<file path="src/rtl/uart_rx_ctrl_if.sv">
// -----------------------------------------------------------------------------
// uart_rx_ctrl_if
// Bundles the receiver-side handshake and the CPU-side FIFO/status bus of the
// UART receive drain controller.
//
//   Receiver side : r_ready, rx_data, rx_perr, rx_ferr (to controller)
//                   rdn (read strobe from controller, active low)
//   CPU side      : cpu_rd, stat_clr (to controller)
//                   cpu_data, cpu_perr, cpu_ferr, empty, full, count,
//                   overrun, err_cnt (from controller)
//
// master : the drain controller itself
// slave  : the environment (receiver + CPU bus)
// -----------------------------------------------------------------------------
interface uart_rx_ctrl_if #(
   parameter int DEPTH_LOG2 = 3
);
   logic                  r_ready;
   logic [7:0]            rx_data;
   logic                  rx_perr;
   logic                  rx_ferr;
   logic                  rdn;
   logic                  cpu_rd;
   logic [7:0]            cpu_data;
   logic                  cpu_perr;
   logic                  cpu_ferr;
   logic                  empty;
   logic                  full;
   logic [DEPTH_LOG2:0]   count;
   logic                  overrun;
   logic [7:0]            err_cnt;
   logic                  stat_clr;

   modport master (
      input  r_ready, rx_data, rx_perr, rx_ferr, cpu_rd, stat_clr,
      output rdn, cpu_data, cpu_perr, cpu_ferr, empty, full, count,
             overrun, err_cnt
   );

   modport slave (
      output r_ready, rx_data, rx_perr, rx_ferr, cpu_rd, stat_clr,
      input  rdn, cpu_data, cpu_perr, cpu_ferr, empty, full, count,
             overrun, err_cnt
   );
endinterface

</file>
<file path="src/rtl/uart_rx_ctrl.sv">
// -----------------------------------------------------------------------------
// uart_rx_ctrl
// Drain controller for the UART receiver. Whenever the receiver raises
// r_ready the controller strobes rdn low for one clk16x cycle, captures the
// byte plus its parity/frame status, and pushes {ferr,perr,data} into a
// first-word-fall-through FIFO popped by the CPU. Overrun (frame lost to a
// full FIFO) and a saturating errored-frame count are kept as statistics.
//
// Ports:
//   clk16x  : block clock, shared with the receiver
//   clrn    : synchronous active-low reset
//   bus     : uart_rx_ctrl_if.master
//             receiver side  r_ready/rx_data/rx_perr/rx_ferr in, rdn out
//             CPU side       cpu_rd/stat_clr in; cpu_data/cpu_perr/cpu_ferr,
//                            empty/full/count, overrun/err_cnt out
//
// Parameters:
//   DEPTH_LOG2 : log2 of FIFO depth
//   DROP_ERR   : 1 = errored frames are counted but never enter the FIFO
// -----------------------------------------------------------------------------
module uart_rx_ctrl #(
   parameter int DEPTH_LOG2 = 3,
   parameter bit DROP_ERR   = 1'b0
) (
   input  logic           clk16x,
   input  logic           clrn,
   uart_rx_ctrl_if.master bus
);

   localparam int                    DEPTH    = 1 << DEPTH_LOG2;
   localparam logic [DEPTH_LOG2:0]   FULL_CNT = (DEPTH_LOG2+1)'(DEPTH);
   localparam logic [DEPTH_LOG2:0]   CNT_ONE  = (DEPTH_LOG2+1)'(1);
   localparam logic [DEPTH_LOG2-1:0] PTR_ONE  = DEPTH_LOG2'(1);

   typedef enum logic [1:0] {
      IDLE     = 2'd0,
      STROBE   = 2'd1,
      PUSH     = 2'd2,
      WAIT_CLR = 2'd3
   } state_t;

   state_t                  state_q, state_d;
   logic                    rdn_q, rdn_d;

   // Captured frame (data path, not reset)
   logic                    perr_q, perr_d;
   logic                    ferr_q, ferr_d;
   logic [7:0]              data_q, data_d;

   // FIFO control
   logic [DEPTH_LOG2-1:0]   wr_ptr_q, wr_ptr_d;
   logic [DEPTH_LOG2-1:0]   rd_ptr_q, rd_ptr_d;
   logic [DEPTH_LOG2:0]     count_q, count_d;
   logic [9:0]              head_q, head_d;
   logic [9:0]              mem_q [DEPTH];

   // Statistics
   logic                    overrun_q, overrun_d;
   logic [7:0]              err_q, err_d;

   logic                    frame_done;
   logic                    errored;
   logic                    push;
   logic                    pop;
   logic [9:0]              wr_word;

   function automatic logic [7:0] sat_inc8(input logic [7:0] v);
      return (v == 8'hFF) ? v : v + 8'd1;
   endfunction

   // ---------------------------------------------------------------------
   // FSM: next state, rdn and frame capture
   // ---------------------------------------------------------------------
   always_comb begin
      state_d    = state_q;
      rdn_d      = 1'b1;
      perr_d     = perr_q;
      ferr_d     = ferr_q;
      data_d     = data_q;
      frame_done = 1'b0;
      case (state_q)
         IDLE: begin
            // Status flags are taken here: the receiver clears them as soon
            // as it sees rdn low, while the byte itself stays valid.
            if (bus.r_ready) begin
               perr_d  = bus.rx_perr;
               ferr_d  = bus.rx_ferr;
               rdn_d   = 1'b0;
               state_d = STROBE;
            end
         end
         STROBE: begin
            data_d  = bus.rx_data;
            state_d = PUSH;
         end
         PUSH: begin
            frame_done = 1'b1;
            state_d    = WAIT_CLR;
         end
         WAIT_CLR: begin
            // Guard against re-reading a byte whose r_ready is still high.
            if (!bus.r_ready) begin
               state_d = IDLE;
            end
         end
         default: state_d = IDLE;
      endcase
   end

   // ---------------------------------------------------------------------
   // FIFO push/pop, statistics and head-of-queue tracking
   // ---------------------------------------------------------------------
   always_comb begin
      errored   = perr_q | ferr_q;
      wr_word   = {ferr_q, perr_q, data_q};
      pop       = bus.cpu_rd && (count_q != '0);
      push      = 1'b0;

      // Clear first so that a same-cycle event below overrides it.
      overrun_d = bus.stat_clr ? 1'b0 : overrun_q;
      err_d     = bus.stat_clr ? 8'd0 : err_q;

      if (frame_done) begin
         if (errored) begin
            err_d = sat_inc8(err_d);
         end
         if (!(DROP_ERR && errored)) begin
            // A pop in the same cycle frees the slot being written.
            if ((count_q != FULL_CNT) || pop) begin
               push = 1'b1;
            end else begin
               overrun_d = 1'b1;
            end
         end
      end

      wr_ptr_d = push ? (wr_ptr_q + PTR_ONE) : wr_ptr_q;
      rd_ptr_d = pop  ? (rd_ptr_q + PTR_ONE) : rd_ptr_q;

      count_d = count_q;
      if (push && !pop) begin
         count_d = count_q + CNT_ONE;
      end else if (pop && !push) begin
         count_d = count_q - CNT_ONE;
      end

      // Registered head: holds its last value while the FIFO is empty. When
      // the word being written this cycle becomes the new head (push into an
      // empty FIFO, or push+pop with one entry) it bypasses the memory.
      head_d = head_q;
      if (count_d != '0) begin
         if (push && (wr_ptr_q == rd_ptr_d)) begin
            head_d = wr_word;
         end else begin
            head_d = mem_q[rd_ptr_d];
         end
      end
   end

   // ---------------------------------------------------------------------
   // Control registers (reset)
   // ---------------------------------------------------------------------
   always_ff @(posedge clk16x) begin
      if (!clrn) begin
         state_q   <= IDLE;
         rdn_q     <= 1'b1;
         wr_ptr_q  <= '0;
         rd_ptr_q  <= '0;
         count_q   <= '0;
         head_q    <= '0;
         overrun_q <= 1'b0;
         err_q     <= 8'd0;
      end else begin
         state_q   <= state_d;
         rdn_q     <= rdn_d;
         wr_ptr_q  <= wr_ptr_d;
         rd_ptr_q  <= rd_ptr_d;
         count_q   <= count_d;
         head_q    <= head_d;
         overrun_q <= overrun_d;
         err_q     <= err_d;
      end
   end

   // ---------------------------------------------------------------------
   // Data registers and FIFO storage (no reset)
   // ---------------------------------------------------------------------
   always_ff @(posedge clk16x) begin
      perr_q <= perr_d;
      ferr_q <= ferr_d;
      data_q <= data_d;
      if (push && clrn) begin
         mem_q[wr_ptr_q] <= wr_word;
      end
   end

   assign bus.rdn      = rdn_q;
   assign bus.cpu_data = head_q[7:0];
   assign bus.cpu_perr = head_q[8];
   assign bus.cpu_ferr = head_q[9];
   assign bus.empty    = (count_q == '0);
   assign bus.full     = (count_q == FULL_CNT);
   assign bus.count    = count_q;
   assign bus.overrun  = overrun_q;
   assign bus.err_cnt  = err_q;

endmodule

</file>
<file path="src/flat_wrapper.sv">
// flat-port wrapper written by rule: the top's interface ports become plain ports
module uart_rx_ctrl_flat 
#(
   parameter int DEPTH_LOG2 = 3,
   parameter bit DROP_ERR   = 1'b0
)
  (clk16x, clrn, bus_r_ready, bus_rx_data, bus_rx_perr, bus_rx_ferr, bus_cpu_rd, bus_stat_clr, bus_rdn, bus_cpu_data, bus_cpu_perr, bus_cpu_ferr, bus_empty, bus_full, bus_count, bus_overrun, bus_err_cnt);
  uart_rx_ctrl_if #(.DEPTH_LOG2(DEPTH_LOG2)) bus_i ();
  input  logic clk16x;
  input  logic clrn;
  input wire logic [$bits(bus_i.r_ready)-1:0] bus_r_ready;
  input wire logic [$bits(bus_i.rx_data)-1:0] bus_rx_data;
  input wire logic [$bits(bus_i.rx_perr)-1:0] bus_rx_perr;
  input wire logic [$bits(bus_i.rx_ferr)-1:0] bus_rx_ferr;
  input wire logic [$bits(bus_i.cpu_rd)-1:0] bus_cpu_rd;
  input wire logic [$bits(bus_i.stat_clr)-1:0] bus_stat_clr;
  output wire logic [$bits(bus_i.rdn)-1:0] bus_rdn;
  output wire logic [$bits(bus_i.cpu_data)-1:0] bus_cpu_data;
  output wire logic [$bits(bus_i.cpu_perr)-1:0] bus_cpu_perr;
  output wire logic [$bits(bus_i.cpu_ferr)-1:0] bus_cpu_ferr;
  output wire logic [$bits(bus_i.empty)-1:0] bus_empty;
  output wire logic [$bits(bus_i.full)-1:0] bus_full;
  output wire logic [$bits(bus_i.count)-1:0] bus_count;
  output wire logic [$bits(bus_i.overrun)-1:0] bus_overrun;
  output wire logic [$bits(bus_i.err_cnt)-1:0] bus_err_cnt;
  assign bus_i.r_ready = bus_r_ready;
  assign bus_i.rx_data = bus_rx_data;
  assign bus_i.rx_perr = bus_rx_perr;
  assign bus_i.rx_ferr = bus_rx_ferr;
  assign bus_i.cpu_rd = bus_cpu_rd;
  assign bus_i.stat_clr = bus_stat_clr;
  assign bus_rdn = bus_i.rdn;
  assign bus_cpu_data = bus_i.cpu_data;
  assign bus_cpu_perr = bus_i.cpu_perr;
  assign bus_cpu_ferr = bus_i.cpu_ferr;
  assign bus_empty = bus_i.empty;
  assign bus_full = bus_i.full;
  assign bus_count = bus_i.count;
  assign bus_overrun = bus_i.overrun;
  assign bus_err_cnt = bus_i.err_cnt;
  uart_rx_ctrl #(.DEPTH_LOG2(DEPTH_LOG2), .DROP_ERR(DROP_ERR)) u_core (.clk16x(clk16x), .clrn(clrn), .bus(bus_i));
endmodule
</file>
<file path="config.mk">
export PLATFORM = sky130hd
export DESIGN_NAME = uart_rx_ctrl_flat
export DESIGN_NICKNAME = d
export VERILOG_FILES = /design/src/rtl/uart_rx_ctrl_if.sv /design/src/rtl/uart_rx_ctrl.sv /design/src/flat_wrapper.sv
export SDC_FILE = /design/constraint.sdc
export NUM_CORES = 1
export LEC_CHECK = 0
export BUFFER_PORTS_ARGS = -buffer_cell sky130_fd_sc_hd__clkbuf_2
export CORE_MARGIN = 1.5
export CORE_UTILIZATION = 35
export CTS_CLUSTER_SIZE = 40
export DETAILED_ROUTE_END_ITERATION = 16
export PLACE_DENSITY = 0.54
export SLEW_MARGIN = 5
export SYNTH_ARGS = -nofsm -noshare
export SYNTH_HDL_FRONTEND = slang
export SYNTH_SLANG_ARGS = --single-unit
</file>
<file path="constraint.sdc">
create_clock -name clk16x -period 7.3 [get_ports clk16x]
set_input_delay 1.095 -clock clk16x [delete_from_list [all_inputs] [get_ports clk16x]]
set_output_delay 1.095 -clock clk16x [all_outputs]
set_load 0.05 [all_outputs]
</file>
---- Word level (Yosys, flattened, before mapping) ----
Memories as Yosys holds them, arrays and structs flattened. A register that Yosys moved wholly into a read port is not among the register bits.
Cells that the tools add are included.
operators by class
  $add $sub $neg .......................... 5
  eq/ne operators ......................... 8
  muxes and demuxes ....................... 19
  bitwise operators ....................... 1
  reduce and logical (&&, ||, !) cells .... 15
operators by type and width
  operator               count
  $mux W8                4
  $mux W1                9
  $add A8 B1 Y8 const B  1
  $eq A8 B8 Y1 const B   1
  $mux W4                2
  $pmux W2 S4            1
  $reduce_bool A4 Y1     2
  $add A3 B1 Y3 const B  2
  $reduce_and A2 Y1      3
  $add A4 B1 Y4 const B  1
  $eq A2 B2 Y1 const B   2
  $eq A4 B4 Y1 const B   1
  $logic_and A1 B1 Y1    4
  $logic_not A4 Y1       1
  $mux W2                2
  $ne A2 B2 Y1 const B   2
  $ne A4 B4 Y1 const B   1
  $sub A4 B1 Y4 const B  1
  $logic_not A1 Y1       3
  $mux W3                1
  $eq A2 B1 Y1 const B   1
  $logic_not A2 Y1       1
  $logic_or A1 B1 Y1     1
  $or A1 B1 Y1           1
storage, ports and cells
  flip-flop bits (word level) ............. 32
  memory bits (writable) .................. 80
  word-level logic and storage cells ...... 59
  memories kept ........................... 1
memories
  name          depth  bits a word  rd ports  clocked after memory_dff  write ports  RTL line            RTL
  u_core.mem_q  8      10           1         1                         1            uart_rx_ctrl.sv:55  logic [9:0] mem_q [DEPTH];

---- Longest topological paths before layout ----
Gate-level depths: netlist of the first run.
  depth after elaboration ................. 10
  mapped depth ............................ 12
  depth with buffers taken out ............ 10

---- Worst setup path before layout of the first run ----
OpenSTA, ideal clock, no wires.
  path kind ............................... reg2reg
  start ................................... register u_core.count_q[1] (netlist: u_core.bus.count[1])
  end ..................................... register u_core.head_q[0] (read register of u_core.mem_q)
  library setup time ...................... 0.122 ns
  data arrival time ....................... 3.074 ns
  required time ........................... 7.178 ns
  path slack .............................. 4.104 ns
  cell stages (with the launch flop) ...... 13
  path buffers ............................ 2
  clock period less this slack ............ 3.196 ns
  cell sequence ........................... dfxtp_1 -> inv_1 -> ha_1 -> or3b_1 -> buf_2 -> inv_1 -> a222oi_1 -> a32o_1 -> o21bai_1 -> nor2_1 -> and2_1 -> clkbuf_2 -> a221o_1
on the way
  longest elaborated chain between the ends .. 10
  elaborated cells between the ends (all ways) .. 16
RTL lines
  item                    RTL line             RTL
  start, declared         uart_rx_ctrl.sv:53   logic [DEPTH_LOG2:0] count_q, count_d;
  start signal, assigned  uart_rx_ctrl.sv:178  count_q <= count_d;
  $reduce_bool A4 Y1      uart_rx_ctrl.sv:116  pop = bus.cpu_rd && (count_q != '0);
  $logic_and A1 B1 Y1     uart_rx_ctrl.sv:116
  $logic_or A1 B1 Y1      uart_rx_ctrl.sv:129  if ((count_q != FULL_CNT) || pop) begin
  $mux W1                 uart_rx_ctrl.sv:129
  $mux W1                 uart_rx_ctrl.sv:123  if (frame_done) begin
  $logic_not A1 Y1        uart_rx_ctrl.sv:143  end else if (pop && !push) begin
  $logic_and A1 B1 Y1     uart_rx_ctrl.sv:143
  $mux W4                 uart_rx_ctrl.sv:143
  $mux W4                 uart_rx_ctrl.sv:141  if (push && !pop) begin
  $reduce_bool A4 Y1      uart_rx_ctrl.sv:151  if (count_d != '0) begin
  end, declared           uart_rx_ctrl.sv:54   logic [9:0] head_q, head_d;
Several ways; a longest one is shown, not always the timed one.
A chain may end at the register's enable or synchronous reset.

---- Worst setup path after layout of the first run ----
  start ................................... register u_core.count_q[1] (netlist: u_core.bus.count[1])
  end ..................................... register u_core.head_q[3] (read register of u_core.mem_q)
Same word-level chain as after synthesis.

==> flow_metrics.tcl, run 1 <==
set metrics [dict create \
    hpwlAfterDp_mm 8.14 \
    timing.critical_path.from_type "flop" \
    die_area_um2 17300 \
    pwr-share-clk_pct 33.8 \
    detail_route.wirelength_mm 12.7 \
    antenna_cells 0 \
    combinational_family_with_the_most_area_after_synthesis "multiplexers" \
    total_number_of_yosys_warnings 0 \
    grt_pass1_wl_mm 20.2 \
    synth_cell_types 53 \
    timing_worst_slew_pin_value_ns 1.07 \
    end_kind "flop" \
    total_leakage_power_nw 2.52 \
    detailedRoute.firstPassIterationCount 4 \
    synth-seq-cells 122 \
    critPathMaxFanout 40 \
    synth_compound_gate_area_share_pct 11.3 \
    hp-class "reg2reg" \
    fp.coreArea_um2 16000 \
    largest_net_degree_at_the_start_of_global_routing 41 \
    most_used_cells_in_the_layout_excluding_fill_and_tap_cells "edfxtp_1 (90), mux2i_1 (41), clkbuf_2 (40), dfxtp_1 (32), and2_1 (22)" \
    cellInternalPower_mw 1.64 \
    setup_violations 0 \
    grt_total_ovfl 0 \
    drv_slew 0 \
    cts.hold.buffers_added 0 \
    post_synth_adder_cell_area_pct 1.95 \
    syn_std_cell_area_um2 5780 \
    tritoncts "built" \
    remaining_drc_errors 0 \
    fmaxAchievable_ghz 0.279 \
    postSynth.topFlopCell "edfxtp_1" \
    cts-root-to-sink-buffers 2 \
    first_global_vias 3592 \
    initial_core_util_pct 36.1 \
    ctsHtreeMaxLevel 4 \
    critPathRequiredTime_ns 7.60 \
    final_layout_size_suffix_gt1_share_pct 21.4 \
    clk_pin_slew_ns 0.05 \
    clock_insertion_delay_worst_skew_ns 0.41 \
    synth_mux_area_share_pct 14.9 \
    post-cts-setup-buffers 0 \
    cts_resized 0 \
    worstSetupPathType "reg2reg" \
    die-width_um 132 \
    cts-buffers-inserted 17 \
    rsz0062_at_grt "no" \
    globalplace.congestion 0.782 \
    hold-worst-slack_ns 0.483 \
    vdd.ir_drop.worst_mv 0.162 \
    cp_data_arrival_time_ns 3.88 \
    timing.slew.headroom_pct 28.6 \
    fraction_of_the_mapped_netlist_area_in_simple_logic_gates_pct 9.61 \
    sw_share_pct 33.2 \
    postSynthAreaPerCell_um2 13.5 \
    routed_via_density 5.20 \
    fin_tns_setup_ns 0 \
    p_comb_share_pct 28.3 \
    floorplan.io_pins 41 \
    post_drt_wl_per_cell_um 18.1 \
    num-fill-cells 1538 \
    sequentialPowerShare_pct 37.9 \
    die_height_um 132 \
    layout.cells.most_common "edfxtp_1" \
    flow.area_growth_from_synthesis_pct 17.5 \
    clock-sinks 122 \
    total_power_mw 2.45 \
    post_synth_inst_count 427 \
    synth-edff-count 90 \
    max_cap_violations 0 \
    vias 3644 \
    period_needed_ns 3.58 \
    fp_rows 46 \
    port_buf_inserts 40 \
    postSynth.asyncResetShare_pct 0 \
    final.setup_skew_ns 0.00851 \
    outcome "finished clean" \
    power_switching_mw 0.814 \
    mappedNetlistNets 451 \
    drt.antenna.violating_nets 0 \
    synth_xor_xnor_area_share_pct 1.82 \
    sequential_fraction_of_the_synthesis_area_pct 57.8 \
    grt.total_usage_pct 15.5 \
    cts-root-buf "clkbuf_16" \
    power_density_nw_per_um2 361 \
    initialDrtViolationCount 193 \
    finalWorstSetupSlack_ns 3.72 \
    number_of_antenna_violations_at_the_first_check_in_global_routing 0 \
    layout.nets 497 \
    finalCritPeriodShare_pct 49.1 \
    final-hold-violation-count 0 \
    dpl_worst_slack_ns 3.68 \
]
[stage by stage]
step	instance area [µm²]	util, %	cells
2_1_floorplan	5780	-	427
3_3_place_gp	6210	38.8	670
3_5_place_dp	6210	38.8	670
4_1_cts	6790	42.5	701
5_1_grt	6790	42.5	701
6_report	6790	42.5	701
[power by group through the flow]
stage	clock (mW)	sequential (mW)	combinational (mW)
floorplan	0	0.992	0.468
global placement	0	0.939	0.684
detailed placement	0	0.943	0.696
CTS	0.847	0.929	0.698
global route	0.876	0.940	0.754
finish	0.829	0.929	0.694
[worst max-delay path, cell delays in order, from the launching register on]
cell	delay, ns
dfxtp_1	0.39
inv_1	0.18
ha_1	0.33
or3b_1	0.54
a221oi_4	0.29
buf_4	0.55
mux2i_1	0.42
mux2i_1	0.14
a211oi_1	0.25
a211oi_1	0.07
a221o_1	0.28
[registers in the layout (all words and copies together), names as in the netlist]
name	cells
u_core.state_q	2
u_core.data_q	8
u_core.bus.rdn	1
u_core.bus.overrun	1
u_core.mem_q	80
u_core.wr_ptr_q	3
u_core.bus.count	4
u_core.head_q	10
u_core.ferr_q	1
u_core.bus.err_cnt	8
u_core.perr_q	1
u_core.rd_ptr_q	3
[metal layers]
metal,wire [µm],track usage (%),part of all wire [%],vias up
met5,0,0,0,-
met1,5980,21.1,47,1781
li1,-,-,-,1737
met2,5910,23.4,46,106
met4,242,6.79,1.9,0
met3,592,3.74,4.7,20
[worst paths after layout]
kind / depth (start not counted) / end / start / slack, ns
worst max-delay path: 10 / u_core.head_q[3] / u_core.bus.count[1] / 3.72
worst min register to register: 2 / u_core.bus.overrun / u_core.bus.overrun / 0.48
worst max register to register: 10 / u_core.head_q[3] / u_core.bus.count[1] / 3.72
worst min-delay path: 2 / u_core.bus.overrun / u_core.bus.overrun / 0.48
[logic make-up after synthesis]
kind of cell,Yosys count
muxes,63
DFF,122
AOI/OAI and AO/OA,85
adders and majority gates,9
xor gates and xnor gates,12
and+or+nand+nor,102
buffers and inverters,34
[synthesized netlist by cell type, drive strengths merged (9+ instances only)]
cell / number / area, µm²
dfxtp: 32 / 641
a211oi: 18 / 135
a21oi: 18 / 90.1
clkbuf: 14 / 53.8
nand2: 19 / 71.3
nor2: 14 / 55.1
ha: 9 / 113
inv: 11 / 41.3
edfxtp: 90 / 2700
mux2i: 41 / 410
a221o: 10 / 100
mux4: 18 / 405
and2: 22 / 138
nor2b: 19 / 119
[layout make-up]
| class | instances | area [µm²] | area share [%] |
|---|---|---|---|
| clock inverters | 13 | 151 | 2.23 |
| inverters | 12 | 45.0 | 0.663 |
| clock buffers | 18 | 429 | 6.32 |
| multi-input cells | 271 | 2290 | 33.7 |
| repair buffers | 49 | 268 | 3.94 |
| well taps | 216 | 270 | 3.98 |
| flip-flops and latches | 122 | 3340 | 49.2 |
No activity file was read; power rests on OpenSTA's default activity.
==> inputs of run 2 (changes only) <==
==> constraint.sdc (replaced) <==
create_clock -name clk16x -period 3.36 [get_ports clk16x]
set_input_delay 0.504 -clock clk16x [delete_from_list [all_inputs] [get_ports clk16x]]
set_output_delay 0.504 -clock clk16x [all_outputs]
set_load 0.05 [all_outputs]
==> run 2 against run 1 <==
- maximum frequency up 16%
- first-iteration DRC count increased by 25%
- clock skew is 0.0022 ns higher
- combinational power up 130%
- clock power increased by 130%
- global-route usage increased by 0.23 points
- non-clock buffer count grew 11
- final cell count increased by 1.7%
- hold slack worse by 0.23 ns
- utilization rose by 0.88 points
- via count down 0.38%
- sequential power up 120%
==> flow_metrics.tcl, run 2 (synthesis gave the netlist of run 1 again) <==
set metrics [dict create \
    largest_net_degree_at_the_start_of_global_routing 41 \
    die_area_um2 17300 \
    cpLargestDelayFamily "compound AO/OA/AOI/OAI gates" \
    vias 3630 \
    worstReg2RegEnd "u_core.head_q[8]" \
    drv_slew 0 \
    hp-class "in2reg" \
    pwr-share-clk_pct 35.0 \
    drt.antenna.violating_nets 0 \
    cts-root-buf "clkbuf_16" \
    wl_met3_um 475 \
    routed_via_density 5.09 \
    crit-reg2reg-launch "u_core.bus.count[1]" \
    max_cap_violations 0 \
    sw_share_pct 32.9 \
    worstSetupPathType "reg2reg" \
    post-cts-setup-buffers 0 \
    period_needed_ns 3.09 \
    rsz0062_at_grt "no" \
    timing.reg2reg.setup_slack_ns 0.27 \
    cts-buffers-inserted 17 \
    timing.critical_path.from_type "flop" \
    most_used_cells_in_the_layout_excluding_fill_and_tap_cells "edfxtp_1 (90), mux2i_1 (41), clkbuf_2 (40), dfxtp_1 (32), and2_1 (22)" \
    clk_pin_slew_ns 0.06 \
    maxUsedRoutingLayer "met4" \
    finalCritPeriodShare_pct 91.9 \
    initial_core_util_pct 36.1 \
    timing_worst_slew_pin_value_ns 0.479 \
    largest_register_ffs 80 \
    first_global_vias 3709 \
    drt-met1-wl_mm 6.34 \
    p_comb_share_pct 28.6 \
    path_cells "inv_1 -> ha_1 -> or3b_1 -> a221oi_4 -> buf_12 -> mux2i_1 -> mux2i_1 -> a211oi_1 -> a211oi_1 -> a221o_1" \
    critPathMaxFanout 40 \
    fp_rows 46 \
    final_cell_area_um2 6930 \
    total_power_mw 5.49 \
    layout.nets 508 \
    end_kind "flop" \
    post_drt_wl_per_cell_um 17.9 \
    flow.area_growth_from_synthesis_pct 20.0 \
    cellInternalPower_mw 3.68 \
    port_buf_inserts 40 \
    fin_tns_setup_ns 0 \
    final-hold-violation-count 0 \
    grt.total_usage_pct 15.7 \
    largest-register "u_core.mem_q" \
    ctsHtreeMaxLevel 4 \
    grt_pass1_wl_mm 20.7 \
    final.setup_skew_ns 0.0107 \
    grt_total_ovfl 0 \
    clock_insertion_delay_worst_skew_ns 0.42 \
    power_density_nw_per_um2 792 \
    cp-endpoint "u_core.head_q[8]" \
    fp.coreArea_um2 16000 \
    worst_path_slowest_cell "or3b_1" \
    antenna_cells 0 \
    die_height_um 132 \
    rr_worst_depth 10 \
    detailed_place.area_um2 6310 \
    layout_top_registers "u_core.mem_q (80), u_core.head_q (10)" \
    floorplan.io_pins 41 \
    initialDrtViolationCount 241 \
    setup_violations 0 \
    hpwlAfterDp_mm 8.35 \
    worst-path-buf-inv 2 \
    timing.slew.headroom_pct 67.7 \
    remaining_drc_errors 0 \
    cts_resized 0 \
    timing.critical_path.depth 10 \
    detailedRoute.firstPassIterationCount 4 \
    total_leakage_power_nw 2.58 \
    clock-sinks 122 \
    number_of_antenna_violations_at_the_first_check_in_global_routing 0 \
    cp_data_arrival_time_ns 3.39 \
    globalplace.congestion 0.861 \
    critical_path.startpoint "u_core.bus.count[1]" \
    layout.cells.most_common "edfxtp_1" \
    met2_length_mm 5.73 \
    cts.hold.buffers_added 0 \
    tritoncts "built" \
    fmaxAchievable_ghz 0.324 \
    critPathRequiredTime_ns 3.66 \
    die-width_um 132 \
    crit_path_max_incr_delay_ns 0.43 \
    detail_route.wirelength_mm 12.8 \
    outcome "finished clean" \
    cts-root-to-sink-buffers 2 \
    power_switching_mw 1.81 \
    final_layout_size_suffix_gt1_share_pct 23.7 \
    sequentialPowerShare_pct 36.4 \
    vdd.ir_drop.worst_mv 0.479 \
]
## run 2: how the worst min path moves through the flow
| stage | start | to | depth (start not counted) |
|---|---|---|---|
| final | bus_rx_data[2] | u_core.data_q[2] | 1 |
| after global routing | bus_rx_data[2] | u_core.data_q[2] | 1 |
| after CTS | bus_rx_data[2] | u_core.data_q[2] | 1 |
| after detailed placement | u_core.bus.overrun | u_core.bus.overrun | 2 |
| after global placement | u_core.bus.overrun | u_core.bus.overrun | 2 |
| after floorplan | u_core.state_q[0] | u_core.state_q[0] | 1 |
## run 2: per-stage QoR
step	std cells	util, %	setup slack, ns	hold WS, ns
after CTS	713	43.3	0.279	0.233
after global routing	713	43.3	0.0795	0.232
after detailed placement	681	39.4	0.299	0.473
after floorplan	427	-	0.164	0.527
final	713	43.3	0.271	0.252
after global placement	681	39.4	0.383	0.468
## run 2: power by group through the flow
| stage | Sequential (mW) | Clock, mW | Combinational, mW |
|---|---|---|---|
| 6_report | 2.00 | 1.92 | 1.57 |
| 5_1_grt | 2.03 | 2.03 | 1.72 |
| 4_1_cts | 2.00 | 1.96 | 1.58 |
| 3_5_place_dp | 2.03 | 0 | 1.58 |
| 3_3_place_gp | 2.02 | 0 | 1.56 |
| 2_1_floorplan | 2.15 | 0 | 1.02 |
## run 2: layer usage
metal / up-vias / track usage [%]
li1: 1758 / -
met1: 1780 / 21.7
met2: 75 / 23.3
met3: 17 / 4.01
met4: 0 / 6.73
met5: - / 0
## run 2: area by class of cell
class	count	area (µm²)
Clock inverter	14	196
Timing Repair Buffer	60	363
Tap cell	216	270
Sequential cell	122	3340
Inverter	12	45.0
Clock buffer	18	429
Multi-Input combinational cell	271	2290
Fill cell	1526	9070
==> inputs of run 3 (changes only) <==
--- a/config.mk
+++ b/config.mk
@@ -6,11 +6,14 @@
 export NUM_CORES = 1
 export LEC_CHECK = 0
 export BUFFER_PORTS_ARGS = -buffer_cell sky130_fd_sc_hd__clkbuf_2
+export CELL_PAD_IN_SITES_DETAIL_PLACEMENT = 1
+export CELL_PAD_IN_SITES_GLOBAL_PLACEMENT = 2
 export CORE_MARGIN = 1.5
 export CORE_UTILIZATION = 35
 export CTS_CLUSTER_SIZE = 40
 export DETAILED_ROUTE_END_ITERATION = 16
-export PLACE_DENSITY = 0.54
+export PLACE_DENSITY = 0.7
+export SETUP_SLACK_MARGIN = 0.4
 export SLEW_MARGIN = 5
 export SYNTH_ARGS = -nofsm -noshare
 export SYNTH_HDL_FRONTEND = slang
==> run 3 against run 2 <==
- sequential power about the same
- sequential cell count did not move
- combinational power is 12% higher
- critical path depth grew 1
- design area grew 2.2%
- clock-buffer cell count rose by 2
- sequential share of layout area is 0.93 points lower
- critical path type unchanged
- final cell count is 1.7% higher
- hold slack lost 0.0029 ns
- utilization grew 0.95 points
==> flow_metrics.tcl, run 3 (synthesis gave the netlist of run 1 again) <==
set metrics [dict create \
    worst-path-buf-inv 3 \
    remaining_drc_errors 0 \
    initial_core_util_pct 36.1 \
    initialDrtViolationCount 262 \
    most_used_cells_in_the_layout_excluding_fill_and_tap_cells "edfxtp_1 (90), clkbuf_2 (40), mux2i_1 (38), dfxtp_1 (30), buf_4 (26)" \
    fp.coreArea_um2 16000 \
    end_kind "flop" \
    cts-buffers-inserted 17 \
    finalCritPeriodShare_pct 85.6 \
    fp_rows 46 \
    cp_data_arrival_time_ns 3.18 \
    period_needed_ns 2.87 \
    setup_violations 0 \
    grt_total_ovfl 0 \
    die_height_um 132 \
    largest_net_degree_at_the_start_of_global_routing 26 \
    fin_tns_setup_ns 0 \
    max_cap_violations 0 \
    total_leakage_power_nw 2.62 \
    hpwlAfterDp_mm 9.12 \
    largest-register "u_core.mem_q" \
    cpLargestDelayFamily "compound AO/OA/AOI/OAI gates" \
    finalWorstSetupSlack_ns 0.485 \
    rsz0062_at_grt "no" \
    vias 3827 \
    die_area_um2 17300 \
    globalplace.congestion 0.789 \
    port_buf_inserts 40 \
    timing.reg2reg.setup_slack_ns 0.49 \
    cts-root-to-sink-buffers 2 \
    layout_top_registers "u_core.mem_q (80), u_core.head_q (10)" \
    timing.critical_path.from_type "flop" \
    layout.cells.most_common "edfxtp_1" \
    clk_pin_slew_ns 0.06 \
    timing_worst_slew_pin_value_ns 0.627 \
    placed_cells_incl_taps 684 \
    antenna_cells 0 \
    fmaxAchievable_ghz 0.348 \
    final.setup_skew_ns 0.0126 \
    post_drt_wl_per_cell_um 20.4 \
    drv_slew 0 \
    cts-root-buf "clkbuf_16" \
    first_global_vias 4092 \
    ctsHtreeMaxLevel 4 \
    crit_path_max_incr_delay_ns 0.43 \
    largest_register_ffs 80 \
    path_cells "clkinvlp_4 -> ha_4 -> or3b_4 -> a221oi_4 -> buf_4 -> buf_12 -> mux4_2 -> and2_1 -> a211oi_2 -> a211oi_1 -> a221o_1" \
    final_layout_size_suffix_gt1_share_pct 28.3 \
    routed_via_density 5.28 \
    flow.area_growth_from_synthesis_pct 22.6 \
    worstSetupPathType "reg2reg" \
    die-width_um 132 \
    hp-class "in2reg" \
    drt.antenna.violating_nets 0 \
    floorplan.io_pins 41 \
    vdd.ir_drop.worst_mv 0.368 \
    detailedRoute.firstPassIterationCount 4 \
    timing.slew.headroom_pct 58.2 \
    tritoncts "built" \
    grt_pass1_wl_mm 22.8 \
    outcome "finished clean" \
    power_density_nw_per_um2 774 \
    detail_route.wirelength_mm 14.8 \
    clock-sinks 122 \
    final-hold-violation-count 0 \
    number_of_antenna_violations_at_the_first_check_in_global_routing 0 \
    layout.cells.non_filler 725 \
    critPathMaxFanout 10 \
    grt.total_usage_pct 17.6 \
    worst_path_slowest_cell "or3b_4" \
    clock_insertion_delay_worst_skew_ns 0.43 \
    layout.nets 520 \
    dpl_worst_slack_ns 0.184 \
    critPathRequiredTime_ns 3.67 \
]
[run 3: cell types whose count changed in the layout (fill, tap and decap cells not counted), sizes merged]
cell,change
buf,+11
clkbuf,+3
inv,-2
bufinv,-2
clkinv,+3
clkinvlp,-1
[run 3: what timing repair did]
action / CTS / global route
cloned: 1 / 1
pin swaps: 1 / 2
hold buffers: 0 / 0
setup endpoints to repair: 10 / 10
gates resized for setup: 4 / 16
buffers inserted: 1 / 6
[run 3: report_power, final]
group	switching, mW	leakage, nW	internal (mW)
clock network	0.651	0.265	1.08
registers	0.151	1.08	1.84
logic	1.07	1.28	0.690
total	1.87	2.62	3.61
[run 3: path summary, 6_finish.rpt]
| check | startpoint | to | cells past startpoint |
|---|---|---|---|
| hold / removal | bus_rx_data[0] | u_core.data_q[0] | 1 |
| hold reg to reg | u_core.bus.overrun | u_core.bus.overrun | 2 |
| setup / recovery | u_core.bus.count[1] | u_core.head_q[1] | 11 |
| setup reg to reg | u_core.bus.count[1] | u_core.head_q[1] | 11 |
[run 3: worst reg2reg max path, stage by stage, from the launching register on]
cell	delay, ns
dfxtp_4	0.37
clkinvlp_4	0.11
ha_4	0.15
or3b_4	0.43
a221oi_4	0.35
buf_4	0.19
buf_12	0.13
mux4_2	0.30
and2_1	0.20
a211oi_2	0.21
a211oi_1	0.07
a221o_1	0.25
[run 3: area by class of cell]
class,instances,area (µm²)
clock buffers,20,437
clock inverters,12,126
fillers,1679,8910
inverters,12,52.6
multi-input cells,271,2350
flip-flops and latches,122,3350
well taps,216,270
repair buffers,72,502
[run 3: metal layers]
metal	part of all wire, %	wire [µm]	vias to the layer above	track usage, %
met2	49	7300	82	29.0
met3	4.2	623	26	3.78
li1	-	-	1782	-
met5	0	0	-	0
met1	44	6480	1937	22.0
met4	2.5	362	0	8.58
[run 3: stage by stage]
stage	instance area, µm²	total power, mW	hold WS (ns)	util, %
final	7090	5.48	0.249	44.3
after detailed placement	6340	3.69	0.478	39.6
after global placement	6340	3.65	0.467	39.6
after CTS	6950	5.47	0.237	43.5
after floorplan	5790	3.18	0.527	-
after global routing	7090	5.76	0.242	44.3
